<file path="config.mk">
export PLATFORM = sky130hd
export DESIGN_NAME = pi_fb_arbiter
export DESIGN_NICKNAME = d
export VERILOG_FILES = /design/src/rtl/pi_fb_pkg.sv /design/src/rtl/pi_fb_clear_seq.sv /design/src/rtl/pi_fb_arbiter.sv
export SDC_FILE = /design/constraint.sdc
export NUM_CORES = 1
export LEC_CHECK = 0
export ABC_AREA = 1
export ABC_CLOCK_PERIOD_IN_PS = 4900
export CAP_MARGIN = 30
export CORE_MARGIN = 2
export CORE_UTILIZATION = 51
export DETAILED_ROUTE_END_ITERATION = 8
export GPL_TIMING_DRIVEN = 0
export PLACE_DENSITY_LB_ADDON = 0.12
export SYNTH_ARGS = -nofsm -noshare
export SYNTH_HDL_FRONTEND = slang
export SYNTH_SLANG_ARGS = --single-unit
export TNS_END_PERCENT = 5
</file>
<file path="constraint.sdc">
create_clock -name clk25 -period 4.9 [get_ports clk25]
set_clock_uncertainty 0.15 [all_clocks]
set_input_delay 0.98 -clock clk25 [delete_from_list [all_inputs] [get_ports clk25]]
set_output_delay 0.98 -clock clk25 [all_outputs]
set_load 0.03 [all_outputs]
</file>
<file path="src/rtl/pi_fb_pkg.sv">
// ---------------------------------------------------------------------------
// pi_fb_pkg
// Shared constants, clear-FSM state encoding and the framebuffer address
// packing helper for the Pi estimator plot framebuffer arbiter.
// ---------------------------------------------------------------------------
package pi_fb_pkg;

  localparam int FB_W     = 256;  // plot window width in pixels
  localparam int FB_H     = 256;  // plot window height in pixels
  localparam int FB_AW    = 16;   // framebuffer address width {row, col}
  localparam int PIPE_LAT = 3;    // display read latency, window pixel -> pix_on

  typedef enum logic {
    IDLE  = 1'b0,
    CLEAR = 1'b1
  } clr_state_t;

  // Framebuffer address layout: row in the upper byte, column in the lower.
  function automatic logic [FB_AW-1:0] pack_addr(input logic [7:0] y,
                                                 input logic [7:0] x);
    return {y, x};
  endfunction

endpackage

</file>
<file path="src/rtl/pi_fb_clear_seq.sv">
// ---------------------------------------------------------------------------
// pi_fb_clear_seq
// Clear sequencer for the plot framebuffer. A clr_req pulse while idle walks
// a 16-bit address counter over the whole RAM, issuing one clear write on
// every cycle the shared port is free. Cycles where the display owns the port
// stall the counter. Requests arriving during a clear are ignored.
//
// Ports:
//   clk25     in   pixel clock
//   rst       in   synchronous active-high reset (aborts a running clear)
//   clr_req   in   start-clear pulse
//   port_free in   RAM port not claimed by the display this cycle
//   clr_busy  out  clear in progress
//   clr_we    out  issue a clear write this cycle (combinational)
//   clr_addr  out  address of the clear write
// ---------------------------------------------------------------------------
module pi_fb_clear_seq
  import pi_fb_pkg::*;
(
  input  logic             clk25,
  input  logic             rst,
  input  logic             clr_req,
  input  logic             port_free,
  output logic             clr_busy,
  output logic             clr_we,
  output logic [FB_AW-1:0] clr_addr
);

  clr_state_t       state, state_nx;
  logic [FB_AW-1:0] cnt, cnt_nx;

  // NOTE: state registers use non-blocking assignments so every flop samples
  // the pre-edge values of the others, whatever the process order.
  always_ff @(posedge clk25) begin
    if (rst) begin
      state <= IDLE;
      cnt   <= '0;
    end else begin
      state <= state_nx;
      cnt   <= cnt_nx;
    end
  end

  // NOTE: every output of this block gets a default first, so no path leaves
  // a variable unassigned and no latch is inferred.
  always_comb begin
    state_nx = state;
    cnt_nx   = cnt;
    clr_we   = 1'b0;
    case (state)
      IDLE: begin
        if (clr_req) begin
          state_nx = CLEAR;
          cnt_nx   = '0;
        end
      end
      CLEAR: begin
        if (port_free) begin
          clr_we = 1'b1;
          cnt_nx = cnt + 1'b1;
          // Write to the last address ends the clear on this edge.
          if (cnt == {FB_AW{1'b1}}) state_nx = IDLE;
        end
      end
      default: state_nx = IDLE;
    endcase
  end

  assign clr_busy = (state == CLEAR);
  assign clr_addr = cnt;

endmodule

</file>
<file path="src/rtl/pi_fb_arbiter.sv">
// ---------------------------------------------------------------------------
// pi_fb_arbiter
// Owns the single port of the 256x256 1-bpp plot framebuffer. The VGA scan
// reader has absolute priority inside the plot window; all other cycles are
// free and go to the clear sequencer first, then to the plot writer.
// Display path: window pixel in cycle t -> RAM read issued t+1 -> data t+2
// -> pix_on/pix_win registered in t+3.
//
// Optional build macro: PI_FB_WRCNT_EN adds wr_count[31:0], a saturating
// count of accepted plot writes, cleared by rst and by an accepted clr_req.
//
// Ports:
//   clk25, rst           pixel clock, synchronous active-high reset
//   px_x, px_y, vidSel   scan position and visible flag from timing generator
//   wr_valid/wr_ready    plot write handshake; wr_x, wr_y, wr_data payload
//   clr_req, clr_busy    start-clear pulse, clear in progress
//   mem_en/we/addr/wdata registered RAM port controls
//   mem_rdata            RAM read data, 1-cycle latency
//   pix_on, pix_win      plot pixel and window flag for display (3-cycle lag)
//   wr_count             (PI_FB_WRCNT_EN only) accepted plot write count
// ---------------------------------------------------------------------------
module pi_fb_arbiter
  import pi_fb_pkg::*;
#(
  parameter int   WIN_X0  = 192,
  parameter int   WIN_Y0  = 112,
  parameter logic CLR_VAL = 1'b0
) (
  input  logic             clk25,
  input  logic             rst,
  input  logic [9:0]       px_x,
  input  logic [9:0]       px_y,
  input  logic             vidSel,
  input  logic             wr_valid,
  output logic             wr_ready,
  input  logic [7:0]       wr_x,
  input  logic [7:0]       wr_y,
  input  logic             wr_data,
  input  logic             clr_req,
  output logic             clr_busy,
  output logic             mem_en,
  output logic             mem_we,
  output logic [FB_AW-1:0] mem_addr,
  output logic             mem_wdata,
  input  logic             mem_rdata,
  output logic             pix_on,
  output logic             pix_win
`ifdef PI_FB_WRCNT_EN
  ,
  output logic [31:0]      wr_count
`endif
);

  localparam logic [9:0] X_LO = 10'(WIN_X0);
  localparam logic [9:0] X_HI = 10'(WIN_X0 + FB_W);
  localparam logic [9:0] Y_LO = 10'(WIN_Y0);
  localparam logic [9:0] Y_HI = 10'(WIN_Y0 + FB_H);

  logic             win;
  logic [7:0]       rd_col, rd_row;
  logic             wr_fire;
  logic             clr_we;
  logic [FB_AW-1:0] clr_addr;
  logic             win_d1, win_d2;

  assign win = vidSel & (px_x >= X_LO) & (px_x < X_HI)
                      & (px_y >= Y_LO) & (px_y < Y_HI);

  // Offsets inside the window are 0..255, so 8-bit modular subtraction of the
  // low bytes gives the same result as the full-width difference.
  assign rd_col = px_x[7:0] - X_LO[7:0];
  assign rd_row = px_y[7:0] - Y_LO[7:0];

  assign wr_ready = ~rst & ~win & ~clr_busy;
  assign wr_fire  = wr_valid & wr_ready;

  pi_fb_clear_seq u_clear_seq (
    .clk25     (clk25),
    .rst       (rst),
    .clr_req   (clr_req),
    .port_free (~win),
    .clr_busy  (clr_busy),
    .clr_we    (clr_we),
    .clr_addr  (clr_addr)
  );

  // NOTE: only the port controls and the display pipeline are reset; the
  // framebuffer contents are not, and are re-initialised by a clear.
  always_ff @(posedge clk25) begin
    if (rst) begin
      mem_en    <= 1'b0;
      mem_we    <= 1'b0;
      mem_addr  <= '0;
      mem_wdata <= 1'b0;
      win_d1    <= 1'b0;
      win_d2    <= 1'b0;
      pix_on    <= 1'b0;
      pix_win   <= 1'b0;
    end else begin
      win_d1  <= win;
      win_d2  <= win_d1;
      pix_win <= win_d2;
      // win_d2 marks the cycle in which mem_rdata belongs to a display read.
      pix_on  <= mem_rdata & win_d2;

      if (win) begin
        mem_en   <= 1'b1;
        mem_we   <= 1'b0;
        mem_addr <= pack_addr(rd_row, rd_col);
      end else if (clr_we) begin
        mem_en    <= 1'b1;
        mem_we    <= 1'b1;
        mem_addr  <= clr_addr;
        mem_wdata <= CLR_VAL;
      end else if (wr_fire) begin
        mem_en    <= 1'b1;
        mem_we    <= 1'b1;
        mem_addr  <= pack_addr(wr_y, wr_x);
        mem_wdata <= wr_data;
      end else begin
        // Idle: address and data hold to avoid needless toggling.
        mem_en <= 1'b0;
        mem_we <= 1'b0;
      end
    end
  end

`ifdef PI_FB_WRCNT_EN
  logic clr_start;
  assign clr_start = clr_req & ~clr_busy;

  always_ff @(posedge clk25) begin
    if (rst || clr_start) begin
      wr_count <= '0;
    end else if (wr_fire && (wr_count != 32'hFFFF_FFFF)) begin
      wr_count <= wr_count + 32'd1;
    end
  end
`endif

endmodule

</file>
==> reports/qor.yml, run 1 <==
run_status:
  run_status: "completed"
synthesis:
  synth_xor_area_share_pct: 1.51
  synth_top_cell_by_area: "sky130_fd_sc_hd__dfxtp_1"
  dominantRegCellSynth: "sky130_fd_sc_hd__dfxtp_1"
  synth_compound_area_share_pct: 10.6
  synth.lib_cells_used.distinct: 30
  mappedNetlistArea_sq_mm: 0.00232
  syn_avg_cell_area_sq_um: 6.59
  synthesis_stage_register_bit_count: 40
  synth_simple_gate_area_share_pct: 37.1
  combinational_family_with_the_most_area_after_synthesis: "simple AND/OR/NAND/NOR gates"
  count_of_flip_flops_with_a_built_in_enable_after_synthesis: 0
  synth_common_cells: "sky130_fd_sc_hd__nand2_1 (93), sky130_fd_sc_hd__nor2_1 (54), sky130_fd_sc_hd__dfxtp_1 (40), sky130_fd_sc_hd__inv_1 (40), sky130_fd_sc_hd__a21oi_1 (26)"
  syn_nets: 398
  synthAdderAreaFrac_pct: 1.62
  post-synth-top-count-cell: "sky130_fd_sc_hd__nand2_1"
  syn-instance-count: 352
  yosysSeqAreaShare_pct: 34.5
  synth-async-reset-ratio_pct: 0
  ys.warnings.count: 0
  synth.mux.area_fraction_pct: 3.88
  ys_top_cells_by_area: "sky130_fd_sc_hd__dfxtp_1 (35%), sky130_fd_sc_hd__nand2_1 (15%), sky130_fd_sc_hd__nor2_1 (8.7%), sky130_fd_sc_hd__inv_1 (6.5%), sky130_fd_sc_hd__a21oi_1 (5.6%)"
  synth.top_cell.area_share_pct: 34.5
finish:
  layout-area-overhead-vs-synth_pct: 34.8
  finalNetCount: 470
  n_antenna_cell: 0
  n_fill_cell: 365
  drive_above_1_share_pct: 8.00
pwr:
  sequentialPowerShare_pct: 45.9
  pwr-share-comb_pct: 24.4
  leakage_power_nw: 1.36
  power.share.clock_pct: 29.7
  cellPowerDensity_mw_per_mm2: 242
  vdd.ir_drop.worst_uv: 150
  power.net_switching_uw: 220
  internal-power_uw: 538
  switching_share_pct: 29.0
floorplan:
  design.die.area_sq_mm: 0.00510
  top_level_ports: 66
  placeableCoreArea_sq_mm: 0.00435
  die_width_microns: 71.4
  initial_core_util_pct: 53.3
  die_h_microns: 71.4
  num_rows: 24
clocking:
  clock-sinks: 40
  postCtsSetupBuffers: 0
  worst_setup_hold_path_clk_slew_ns: 0.07
  cts_buffer_depth: 2
  htree_levels: 2
  postCtsResizedCells: 0
  cts_root_buffer: "sky130_fd_sc_hd__clkbuf_8"
  tritoncts: "yes"
  post_cts_hold_buffer_count: 0
  tritoncts.num_buffers: 5
  insertion_delay_ns: 0.29
detailed_routing:
  drt_iter0_drc: 148
  route.vias.total: 2467
  pre_antenna_drt_iters: 4
  drt-total-wl_microns: 5850
  number_of_nets_with_antenna_violations_after_detailed_routing: 0
  average_via_count_per_standard_cell: 5.17
  drt_drc_violations_left: 0
  routedWlPerCell_microns: 12.3
critical_path:
  crit_fanout: 10
  worstRegToRegCells: 8
  crit_slowest_cell: "sky130_fd_sc_hd__clkdlybuf4s50_1"
  crit_path_required_time_ns: 3.77
  startpoint_type: "primary input"
  worstPathArrival_ns: 3.16
  worst-setup-path-type: "in2out"
  timing.critical_path.to_type: "output port"
  critical-path-max-stage-delay_ns: 0.62
  timing.critical_path.cells: "clkdlybuf4s50_1 > ha_1 > inv_1 > nand2_1 > nand2_1 > nor2_2 > inv_1 > nor2_4 > buf_4 > nor3_1 > clkdlybuf4s50_1"
placed_design:
  routabilityCongestion: 0.876
  dp_hpwl_microns: 4520
  portBuffers: 65
timing:
  fmax_mhz: 233
  setup_viol_count_final: 0
  slew_headroom_pct: 65.8
  slew_viol_final: 0
  grt_setup_unrepaired: "no"
  worst-slew-pin-transition_ns: 0.512
  min_period_over_period_pct: 87.5
  setup_tns_ns: 0
  hold_slack_ns: 0.259
  timing.final.crit_period_ns: 4.29
  timing.final.hold_violations: 0
global_route:
  grt_pass1_vias: 2284
  grt_antenna_before_repair: 0
  grt_max_degree: 13
  grt.total_usage_pct: 23.6
  globalRoute.totalOverflow: 0
  grt_first_pass_wirelength_microns: 9630
hold_path:
  worst_hold_path.num_cells: 2
  hold_class: "reg2reg"
run:
  drv.max_cap_violation_count: 0
[stage by stage]
| step | area, sq um | worst slack [ns] | util (%) | total power, mW | std cells |
|---|---|---|---|---|---|
| finish | 3130 | 0.613 | 71.8 | 0.758 | 477 |
| global route | 3130 | 0.504 | 71.8 | 0.796 | 477 |
| CTS | 3130 | 0.607 | 71.8 | 0.763 | 477 |
| detailed placement | 3040 | 0.622 | 69.7 | 0.541 | 469 |
| global placement | 3040 | 0.638 | 69.7 | 0.539 | 469 |
| floorplan | 2320 | 1.41 | - | 0.460 | 352 |
[flip-flops by register name (all words and copies together) (netlist names)]
signal,cells
mem_wdata,1
mem_addr,16
mem_en,1
u_clear_seq.clr_addr,16
u_clear_seq.clr_busy,1
win_d1,1
mem_we,1
pix_on,1
pix_win,1
win_d2,1
[placed cells by master (no fill, tap or decap), types with 3 or more instances in the layout]
master / netlist / routed
sky130_fd_sc_hd__ha_1: 3 / 3
sky130_fd_sc_hd__o21ai_0: 11 / 11
sky130_fd_sc_hd__o2111ai_1: 5 / 5
sky130_fd_sc_hd__nand3_1: 23 / 23
sky130_fd_sc_hd__mux2i_1: 9 / 9
sky130_fd_sc_hd__nor2_2: 4 / 4
sky130_fd_sc_hd__clkdlybuf4s50_1: 0 / 65
sky130_fd_sc_hd__dfxtp_1: 40 / 40
sky130_fd_sc_hd__buf_4: 5 / 5
sky130_fd_sc_hd__nand2_1: 93 / 93
sky130_fd_sc_hd__nor2_1: 54 / 54
sky130_fd_sc_hd__inv_1: 40 / 40
sky130_fd_sc_hd__nor3_1: 3 / 3
sky130_fd_sc_hd__nand4_1: 6 / 6
sky130_fd_sc_hd__xor2_1: 4 / 4
sky130_fd_sc_hd__clkbuf_8: 0 / 6
sky130_fd_sc_hd__a21oi_1: 26 / 26
sky130_fd_sc_hd__buf_2: 5 / 5
[area by class of cell]
class	instances	area, sq um	share of cell area, %
multi-input combinational	256	1270	40.6
timing repair buffer	65	651	20.8
buffer	15	96.3	3.08
clock inverter	2	10.0	0.320
inverter	41	154	4.92
sequential	40	801	25.6
clock buffer	6	82.6	2.64
tap	52	65.1	2.08
[cells by family after synthesis]
family,count (synthesis)
and+or+nand+nor,195
buffers and inverters,56
AOI/OAI and AO/OA,45
DFF,40
muxes,9
xor gates and xnor gates,4
adders and majority gates,3
[worst max-delay path: cells and delay by family]
kind                       cells  cell delay, ns
buffers and inverters          5            1.47
and+or+nand+nor                5            0.47
adders and majority gates      1            0.22
[power groups by stage]
| stage | registers, mW | clock network [mW] | logic [mW] |
|---|---|---|---|
| after floorplan | 0.380 | 0 | 0.0793 |
| after global placement | 0.355 | 0 | 0.184 |
| after detailed placement | 0.355 | 0 | 0.185 |
| after CTS | 0.348 | 0.229 | 0.186 |
| after global routing | 0.350 | 0.243 | 0.204 |
| final | 0.348 | 0.225 | 0.185 |
[final timing paths]
path,start,endpoint,slack [ns]
worst min-delay path,win_d1,win_d2,0.26
worst max-delay path,px_x[6],wr_ready,0.61
worst max register to register,u_clear_seq.clr_addr[0],u_clear_seq.clr_busy,3.00
worst min register to register,win_d1,win_d2,0.26
[per-layer routing]
metal / routed length (microns) / GRT usage [%] / vias to the layer above
li1: - / - / 1269
met4: 61 / 9.22 / 0
met5: 0 / 0 / -
met1: 2490 / 29.1 / 1093
met2: 2800 / 40.5 / 97
met3: 497 / 4.50 / 8
No activity file was read; power rests on OpenSTA's default activity.
==> run 2, diff against run 1 <==
--- a/constraint.sdc
+++ b/constraint.sdc
@@ -3,3 +3,3 @@
 set_input_delay 0.98 -clock clk25 [delete_from_list [all_inputs] [get_ports clk25]]
 set_output_delay 0.98 -clock clk25 [all_outputs]
-set_load 0.03 [all_outputs]
+set_load 0.005 [all_outputs]
==> results of run 2 <==
Same layout as run 1 (identical final DEF). Status: completed.
Among the figures that moved: setup slack after placement 0.622 ns -> 0.769 ns; setup slack after layout 0.613 ns -> 0.759 ns; total power 0.758 mW -> 0.732 mW
